===== src/rtl/hazard_scoreboard.sv =====
// ============================================================================
// hazard_scoreboard
//   Hazard unit for the 5-stage pipeline: load-use / branch-load stalls,
//   EX and D-stage forwarding, and a per-register scoreboard that tracks
//   pending writes from variable-latency (div/mul) operations.
//   Optional: HAZ_PERF_EN adds stall_cycles / stall_cause outputs.
// Revision: 1.0  initial release
// ============================================================================
`default_nettype none

module hazard_scoreboard #(
  parameter int NREG         = 32,
  parameter int AW           = $clog2(NREG),
  parameter int MAX_INFLIGHT = 4,
  parameter int CW           = $clog2(MAX_INFLIGHT + 1)
) (
  input  logic          clk,
  input  logic          rst,
  input  logic [AW-1:0] rs1_D,
  input  logic [AW-1:0] rs2_D,
  input  logic [AW-1:0] rd_D,
  input  logic          issue_valid_D,
  input  logic          issue_long_D,
  input  logic          branch_D,
  input  logic          flush_D,
  input  logic [AW-1:0] rs1_E,
  input  logic [AW-1:0] rs2_E,
  input  logic [AW-1:0] rd_E,
  input  logic          use_rs2_E,
  input  logic [AW-1:0] rd_M,
  input  logic [AW-1:0] rd_W,
  input  logic          regwrite_E,
  input  logic          regwrite_M,
  input  logic          regwrite_W,
  input  logic          memtoreg_E,
  input  logic          memtoreg_M,
  input  logic          long_done,
  input  logic [AW-1:0] long_rd,
  output logic          StallF,
  output logic          StallD,
  output logic          FlushE,
  output logic [1:0]    ForwardAE,
  output logic [1:0]    ForwardBE,
  output logic [1:0]    BranchForwardAE,
  output logic [1:0]    BranchForwardBE,
  output logic [CW-1:0] inflight_cnt,
  output logic          sb_full,
  output logic          sb_err
`ifdef HAZ_PERF_EN
  ,
  output logic [31:0]   stall_cycles,
  output logic [2:0]    stall_cause
`endif
);

  localparam logic [CW-1:0] c_max_inflight = CW'(MAX_INFLIGHT);

  logic [NREG-1:0] r_pending;
  logic [CW-1:0]   r_inflight_cnt;
  logic            r_sb_err;

  logic [NREG-1:0] w_pending_nxt;
  logic            w_full;
  logic            w_load_use;
  logic            w_br_load;
  logic            w_raw;
  logic            w_waw;
  logic            w_struct;
  logic            w_stall;
  logic            w_issue;
  logic            w_complete;
  logic            w_bad_done;

  assign w_full = (r_inflight_cnt == c_max_inflight);

  // Every stall term looks only at registered scoreboard state, so a freed
  // register becomes usable one cycle after its completion edge.
  always_comb begin
    w_load_use = memtoreg_E & (rd_E != '0) & ((rd_E == rs1_D) | (rd_E == rs2_D));
    w_br_load  = branch_D & memtoreg_M & (rd_M != '0) &
                 ((rd_M == rs1_D) | (rd_M == rs2_D));
    w_raw      = issue_valid_D & (r_pending[rs1_D] | r_pending[rs2_D]);
    w_waw      = issue_valid_D & r_pending[rd_D];
    w_struct   = issue_valid_D & issue_long_D & w_full;
    w_stall    = w_load_use | w_br_load | w_raw | w_waw | w_struct;
  end

  assign w_issue    = issue_valid_D & issue_long_D & ~w_stall & ~flush_D & (rd_D != '0);
  assign w_complete = long_done & r_pending[long_rd] & (r_inflight_cnt != '0);
  assign w_bad_done = long_done & ~w_complete;

  generate
    for (genvar g = 0; g < NREG; g++) begin : g_pending
      if (g == 0) begin : g_zero
        assign w_pending_nxt[g] = 1'b0;
      end else begin : g_reg
        assign w_pending_nxt[g] = (r_pending[g] & ~(w_complete & (long_rd == AW'(g)))) |
                                  (w_issue & (rd_D == AW'(g)));
      end
    end
  endgenerate

  always_ff @(posedge clk or posedge rst) begin
    if (rst) begin
      r_pending      <= '0;
      r_inflight_cnt <= '0;
      r_sb_err       <= 1'b0;
    end else begin
      r_pending      <= w_pending_nxt;
      r_inflight_cnt <= r_inflight_cnt + CW'(w_issue) - CW'(w_complete);
      if (w_bad_done) begin
        r_sb_err <= 1'b1;
      end
    end
  end

  always_comb begin
    ForwardAE       = 2'b00;
    ForwardBE       = 2'b00;
    BranchForwardAE = 2'b00;
    BranchForwardBE = 2'b00;
    if (!rst) begin
      if (regwrite_M && (rd_M != '0) && (rd_M == rs1_E))      ForwardAE = 2'b10;
      else if (regwrite_W && (rd_W != '0) && (rd_W == rs1_E)) ForwardAE = 2'b01;

      if (use_rs2_E) begin
        if (regwrite_M && (rd_M != '0) && (rd_M == rs2_E))      ForwardBE = 2'b10;
        else if (regwrite_W && (rd_W != '0) && (rd_W == rs2_E)) ForwardBE = 2'b01;
      end

      if (regwrite_E && (rd_E != '0) && (rd_E == rs1_D))      BranchForwardAE = 2'b01;
      else if (regwrite_W && (rd_W != '0) && (rd_W == rs1_D)) BranchForwardAE = 2'b11;

      if (regwrite_E && (rd_E != '0) && (rd_E == rs2_D))      BranchForwardBE = 2'b01;
      else if (regwrite_W && (rd_W != '0) && (rd_W == rs2_D)) BranchForwardBE = 2'b11;
    end
  end

  assign StallF       = ~rst & w_stall;
  assign StallD       = ~rst & w_stall;
  assign FlushE       = ~rst & w_stall;
  assign inflight_cnt = r_inflight_cnt;
  assign sb_full      = ~rst & w_full;
  assign sb_err       = r_sb_err;

`ifdef HAZ_PERF_EN
  logic [31:0] r_stall_cycles;
  logic [2:0]  r_stall_cause;

  always_ff @(posedge clk or posedge rst) begin
    if (rst) begin
      r_stall_cycles <= '0;
      r_stall_cause  <= '0;
    end else if (w_stall) begin
      if (r_stall_cycles != 32'hFFFF_FFFF) begin
        r_stall_cycles <= r_stall_cycles + 32'd1;
      end
      r_stall_cause <= {w_struct, w_raw | w_waw, w_load_use | w_br_load};
    end
  end

  assign stall_cycles = r_stall_cycles;
  assign stall_cause  = r_stall_cause;
`endif

endmodule

`default_nettype wire

===== config.mk =====
export PLATFORM = sky130hd
export DESIGN_NAME = hazard_scoreboard
export DESIGN_NICKNAME = d
export VERILOG_FILES = /design/src/rtl/hazard_scoreboard.sv
export SDC_FILE = /design/constraint.sdc
export NUM_CORES = 1
export LEC_CHECK = 0
export ABC_AREA = 1
export CAP_MARGIN = 5
export CORE_ASPECT_RATIO = 0.5
export CORE_MARGIN = 2
export CORE_UTILIZATION = 59
export CTS_CLUSTER_DIAMETER = 40
export DETAILED_ROUTE_END_ITERATION = 8
export HOLD_SLACK_MARGIN = 0.1
export PLACE_DENSITY = 0.85
export SLEW_MARGIN = 5
export SYNTH_ARGS = -nofsm -noshare
export SYNTH_HDL_FRONTEND = slang
export SYNTH_SLANG_ARGS = --single-unit

===== constraint.sdc =====
create_clock -name clk -period 6.8 [get_ports clk]
set_input_delay 0.68 -clock clk [delete_from_list [all_inputs] [get_ports clk]]
set_output_delay 0.68 -clock clk [all_outputs]
set_load 0.01 [all_outputs]

==> out/metrics.cfg, run 1 <==
[outcome]
status = complete, no violations

[cts]
numCtsBuffers = 5
htree_levels = 2
cts_root_buf = clkbuf_16
cts_sinks = 35
clockBufferDepth = 2
postCtsHoldBufs = 0
cts_tree = done
post_cts_buffers = 0
cts.clk_slew.worst_paths_ns = 0.06
ctsResizeCount = 0
clkLatencyLatePin_ns = 0.28

[die]
die_area_um2 = 7840
rows = 21
initial_utilization_pct = 61.8
coreArea_um2 = 6780
io_pins = 74
die_y_um = 63.6
dieWidth_um = 123

[power]
p_leak_uw = 0.00236
intPower_uw = 544
ir_worst_vdd_v = 0.000107
powerDensity_nw_per_um2 = 179
p_comb_share_pct = 38.7
clkPwrFrac_pct = 29.8
seq_power_share_pct = 31.5
p_sw_uw = 336
swShare_pct = 38.2

[synth]
syn-num-nets = 782
syn_area_per_cell_um2 = 5.82
synth_edf_count = 0
async_flop_share_pct = 100
syn-instance-count = 721
synth.ff_latch_count = 35
synth_area_um2 = 4190
yosysUniqueCellTypes = 37
seq_area_frac_synth_pct = 20.9
synth_flop_cell = dfrtp_1
ys_warn_count = 0

[min_path]
hold_start = sb_err$_DFFE_PP0P_
min_path_type = reg2reg

[layout]
fillers = 599
final_util_pct = 72.7
layout_commonest_cell = nand2_1
mostFrequentLayoutCells = 226 x nand2_1, 91 x nand3_1, 77 x inv_1
diodes = 0
nNetsFinal = 818
final_layout_size_suffix_gt1_share_pct = 3.43
final_area_um2 = 4930
area_growth_syn_to_layout_pct = 17.5

[placed_design]
place_congestion = 1.00
portBuffers = 73
postPlaceCellArea_um2 = 4760
dp_hpwl_um = 10200

[critical_path]
critical_path_class = in2out
slowest_stage = clkdlybuf4s50_1
crit_chain = clkdlybuf4s50_1, inv_1, nand2_1, nand3_1, nand3_1, nand2_1, nand2_1, nand3_1, nand3_1, o21ai_4, and2_1, nor2_1, clkdlybuf4s50_1
cpMostUsedCell = nand3_1
worstSetupStartpoint = rs1_D[0]
cp_max_fo = 32
cp.required_ns = 6.12
cp-end-kind = output pin
cp_data_arrival_time_ns = 4.31
crit_path_start_kind = input pin
r2r_start = r_pending[31]$_DFF_PP0_
worst_path_largest_cell_delay_ns = 0.84

[routing]
vias_per_cell = 5.86
drtPass1Iterations = 6
wl_per_cell_um = 16.6
vias = 4985
dr.first_iter.drc_count = 690
route.detailed.drc = 0
antenna_left = 0
drt_wl_total_um = 14100

[sta]
tns_ns = 0
finalCritPeriodShare_pct = 73.4
max_freq_ghz = 0.200
hold_violations = 0
min_period_ns = 4.99
drv_slew = 0
worst_slew_pin_slew_ns = 1.18
relSlewSlack_pct = 21.0
setup_violations = 0
finalClockSkew_ns = 0.00583
rsz0062_at_grt = no

[global_route]
grt_max_degree = 40
grt_antenna_before_repair = 0
grt_pass1_wl_um = 22500
grt_usage_pct = 36.6
grt_overflow = 0
first_global_vias = 4562

[flow_run]
drv_cap = 0

-- per-stage QoR --
| stage | worst slack, ns | power (µW) | hold WS, ns | instances |
|---|---|---|---|---|
| floorplan | 3.77 | 492 | 0.449 | 721 |
| global placement | 1.98 | 599 | 0.437 | 842 |
| detailed placement | 1.89 | 608 | 0.443 | 842 |
| CTS | 1.92 | 871 | 0.464 | 850 |
| global route | 1.49 | 931 | 0.488 | 850 |
| finish | 1.81 | 880 | 0.460 | 850 |
-- worst paths after layout --
path,endpoint,slack (ns),depth (start not counted)
max reg2reg,inflight_cnt[2]$_DFF_PP0_,3.27,17
min reg2reg,sb_err$_DFFE_PP0P_,0.46,1
min in group asynchronous,inflight_cnt[1]$_DFF_PP0_,1.07,3
min,sb_err$_DFFE_PP0P_,0.46,1
max in group asynchronous,r_pending[4]$_DFF_PP0_,5.36,3
max,StallD,1.81,13
-- critical path: cells and delay by family --
family                 cells  cell delay (ns)
AND/OR/NAND/NOR            9             1.07
buffers and inverters      3             1.88
AO/OA/AOI/OAI              1             0.66
-- cells in the mapped netlist (8+ instances only) --
cell / count / area [µm²]
inv_1: 77 / 289
xor2_1: 20 / 175
nand4_1: 38 / 238
dfrtp_1: 35 / 876
clkbuf_1: 12 / 45.0
o22ai_1: 16 / 100
nand3_1: 91 / 455
xnor2_1: 15 / 131
a21oi_1: 9 / 45.0
buf_2: 8 / 40.0
nor3_1: 19 / 95.1
buf_4: 17 / 128
o21ai_1: 10 / 50.1
nor2_1: 73 / 274
nand2_1: 226 / 848
-- metal layers --
metal | global-route usage [%] | up-vias | share of wire, %
met1 | 51.1 | 2216 | 42
li1 | - | 2403 | -
met4 | 10.5 | 0 | 1.8
met2 | 53.5 | 340 | 40
met3 | 12.0 | 26 | 16
met5 | 0 | - | 0
-- registers in the layout, indices dropped and copies added (netlist names) --
register and flops:
r_pending 31, inflight_cnt 3, sb_err 1
-- cells by family (layout without fill, tap and decap cells) --
family                   count (synthesis)  count (layout)  synth area share [%]
buffers and inverters                  129             166                  14.6
flip-flops                              35              35                  20.9
adder cells (fa/ha/maj)                  3               3                  1.07
AND/OR/NAND/NOR                        466             466                  48.4
XOR/XNOR                                35              35                  7.31
AO/OA/AOI/OAI                           53              53                  7.76
-- final cells by class --
type / count / area (µm²) / share of cell area [%]
timing repair buffer: 75 / 746 / 15.1
tap: 92 / 115 / 2.34
inverter: 83 / 312 / 6.32
multi-input combinational: 557 / 2710 / 55.0
clock buffer: 5 / 125 / 2.54
clock inverter: 3 / 43.8 / 0.889
sequential: 35 / 876 / 17.8
-- power groups by stage --
stage / registers (µW) / logic, µW / clock network [µW]
detailed placement: 278 / 330 / 0
floorplan: 271 / 221 / 0
finish: 277 / 340 / 263
CTS: 274 / 332 / 264
global placement: 276 / 323 / 0
global route: 281 / 375 / 275
Note: power is estimated with default switching activity, not from simulation.
==> run 2: changes to the inputs <==
Settings changed: CORE_UTILIZATION 59 to 49, PLACE_DENSITY 0.85 to 0.75.
Clock period 6.8 ns to 4.15 ns, I/O delays scaled along.
==> run 2 against run 1 <==
  * Clock power is 50% higher
  * Critical path depth rose by 2
  * Hold slack gained 0.018 ns
  * Design area up 1.9%
  * Die area grew 19%
  * Clock skew is 0.0042 ns lower
  * Cell count is 3.6% higher
  * Critical endpoint unchanged
  * Largest cell class unchanged
  * Highest routed layer unchanged
==> out/metrics.cfg, run 2 (synthesis gave the netlist of run 1 again) <==
[sta]
worst_slew_pin_slew_ns = 0.739  ; -0.444 ns
finalCritPeriodShare_pct = 82.8
tns_ns = 0  ; unchanged
min_period_ns = 3.44
rsz0062_at_grt = no
finalClockSkew_ns = 0.00168  ; -0.00415 ns
max_freq_ghz = 0.291
worst_hold_slack_ns = 0.477  ; +0.0177 ns
setup_violations = 0  ; unchanged
drv_slew = 0  ; unchanged
hold_violations = 0  ; unchanged
relSlewSlack_pct = 50.7  ; +30 points

[routing]
drt_wl_total_um = 14100  ; +0.45%
vias_per_cell = 5.67  ; -3.4%
route.detailed.drc = 0  ; unchanged
antenna_left = 0  ; unchanged
dr.first_iter.drc_count = 514  ; -26%
drtPass1Iterations = 5  ; -1
wl_per_cell_um = 16.1  ; -3.1%
vias = 4993  ; +0.16%

[cts]
cts_root_buf = clkbuf_16
cts_sinks = 35  ; unchanged
cts_tree = done
postCtsHoldBufs = 0  ; unchanged
numCtsBuffers = 5  ; unchanged
htree_levels = 2  ; unchanged
cts.clk_slew.worst_paths_ns = 0.05  ; about the same
clkLatencyLatePin_ns = 0.28  ; about the same
post_cts_buffers = 0  ; unchanged
clockBufferDepth = 2  ; unchanged
ctsResizeCount = 0  ; unchanged

[global_route]
grt_usage_pct = 30.3  ; -6.2 points
grt_overflow = 0  ; unchanged
grt_max_degree = 40  ; unchanged
grt_antenna_before_repair = 0  ; unchanged
first_global_vias = 4571  ; +0.20%
grt_pass1_wl_um = 23000  ; +2.2%

[power]
ir_worst_vdd_v = 0.000140  ; +31%
p_leak_uw = 0.00241  ; +2.0%
clkPwrFrac_pct = 27.9  ; -1.9 points
powerDensity_nw_per_um2 = 281  ; +57%
intPower_uw = 872  ; +60%
p_sw_uw = 537  ; +60%
swShare_pct = 38.1  ; -0.11 points
p_comb_share_pct = 39.8  ; +1.1 points
p_total_uw = 1410  ; +60%
seq_power_share_pct = 32.3  ; +0.8 points

[critical_path]
critical_path_class = in2out
cp_max_fo = 8  ; -75%
worstSetupStartpoint = rd_D[0]
r2r_start = r_pending[27]$_DFF_PP0_
cp.required_ns = 3.73  ; -2.39 ns
cp_data_arrival_time_ns = 3.02  ; -1.29 ns
cp-end-kind = output pin
crit_path_start_kind = input pin
reg2reg_slack_ns = 1.35  ; -1.92 ns

[placed_design]
portBuffers = 73  ; unchanged
place_congestion = 0.976  ; -2.8%
dp_hpwl_um = 10400  ; +1.8%

[layout]
final_layout_size_suffix_gt1_share_pct = 4.68  ; +1.3 points
mostFrequentLayoutCells = 226 x nand2_1, 91 x nand3_1, 77 x inv_1
diodes = 0  ; unchanged
largest_reg_flops = 31  ; unchanged
max_flop_register = r_pending
layout_commonest_cell = nand2_1
area_growth_syn_to_layout_pct = 19.8
final_util_pct = 61.7  ; -11 points
nNetsFinal = 829  ; +1.3%

[die]
io_pins = 74  ; unchanged
coreArea_um2 = 8140  ; +20%
die_y_um = 69.4  ; +9.1%
initial_utilization_pct = 51.5  ; -10 points
rows = 23  ; +9.5%
dieWidth_um = 135  ; +9.4%
die_area_um2 = 9360  ; +19%

[min_path]
min_path_type = reg2reg
hold_start = r_pending[24]$_DFF_PP0_

[outcome]
status = complete, no violations

[flow_run]
drv_cap = 0  ; unchanged

[run 2: path summary, 6_finish.rpt]
| kind | end | cells after the start |
|---|---|---|
| max in group asynchronous | r_pending[15]$_DFF_PP0_ | 3 |
| setup / recovery | StallD | 15 |
| setup reg to reg | inflight_cnt[2]$_DFF_PP0_ | 17 |
| hold reg to reg | r_pending[24]$_DFF_PP0_ | 2 |
| min in group asynchronous | inflight_cnt[1]$_DFF_PP0_ | 3 |
| hold / removal | r_pending[24]$_DFF_PP0_ | 2 |
[run 2: area by class of cell]
| type | count | area [µm²] |
|---|---|---|
| clock buffers | 8 | 156 |
| well taps | 112 | 140 |
| multi-input cells | 557 | 2710 |
| fillers | 786 | 3120 |
| repair buffers | 86 | 828 |
| flip-flops and latches | 35 | 876 |
| inverters | 83 | 312 |
[run 2: critical path: stages]
cell and delay, ns:
clkdlybuf4s50_1 0.65, inv_2 0.15, nor2_2 0.27, nand2_1 0.08
nand2_1 0.07, nor2_1 0.04, nor2_1 0.07, nor2_1 0.05
nand2_1 0.05, nand2_1 0.09, nand2_2 0.09, o21ai_4 0.06
and2_1 0.15, nor2_1 0.18, clkdlybuf4s50_1 0.58
[run 2: metrics by stage]
stage	worst slack [ns]	cells	instance area [µm²]
2_1_floorplan	1.39	721	4190
3_3_place_gp	0.659	873	4860
3_5_place_dp	0.585	873	4860
4_1_cts	0.730	881	5020
5_1_grt	0.432	881	5020
6_report	0.713	881	5020
[run 2: routing by layer]
metal | track usage [%] | vias to the layer above | wire (µm)
met5 | 0 | - | 0
met4 | 6.20 | 0 | 259
met3 | 6.65 | 29 | 1880
met2 | 44.0 | 310 | 5670
met1 | 45.7 | 2220 | 6330
li1 | - | 2434 | -
[run 2: power groups by stage]
stage | registers [µW] | logic [µW] | clock network, µW
final | 455 | 560 | 394
after global routing | 461 | 621 | 415
after CTS | 451 | 549 | 404
after detailed placement | 457 | 546 | 0
after global placement | 455 | 538 | 0
after floorplan | 444 | 362 | 0
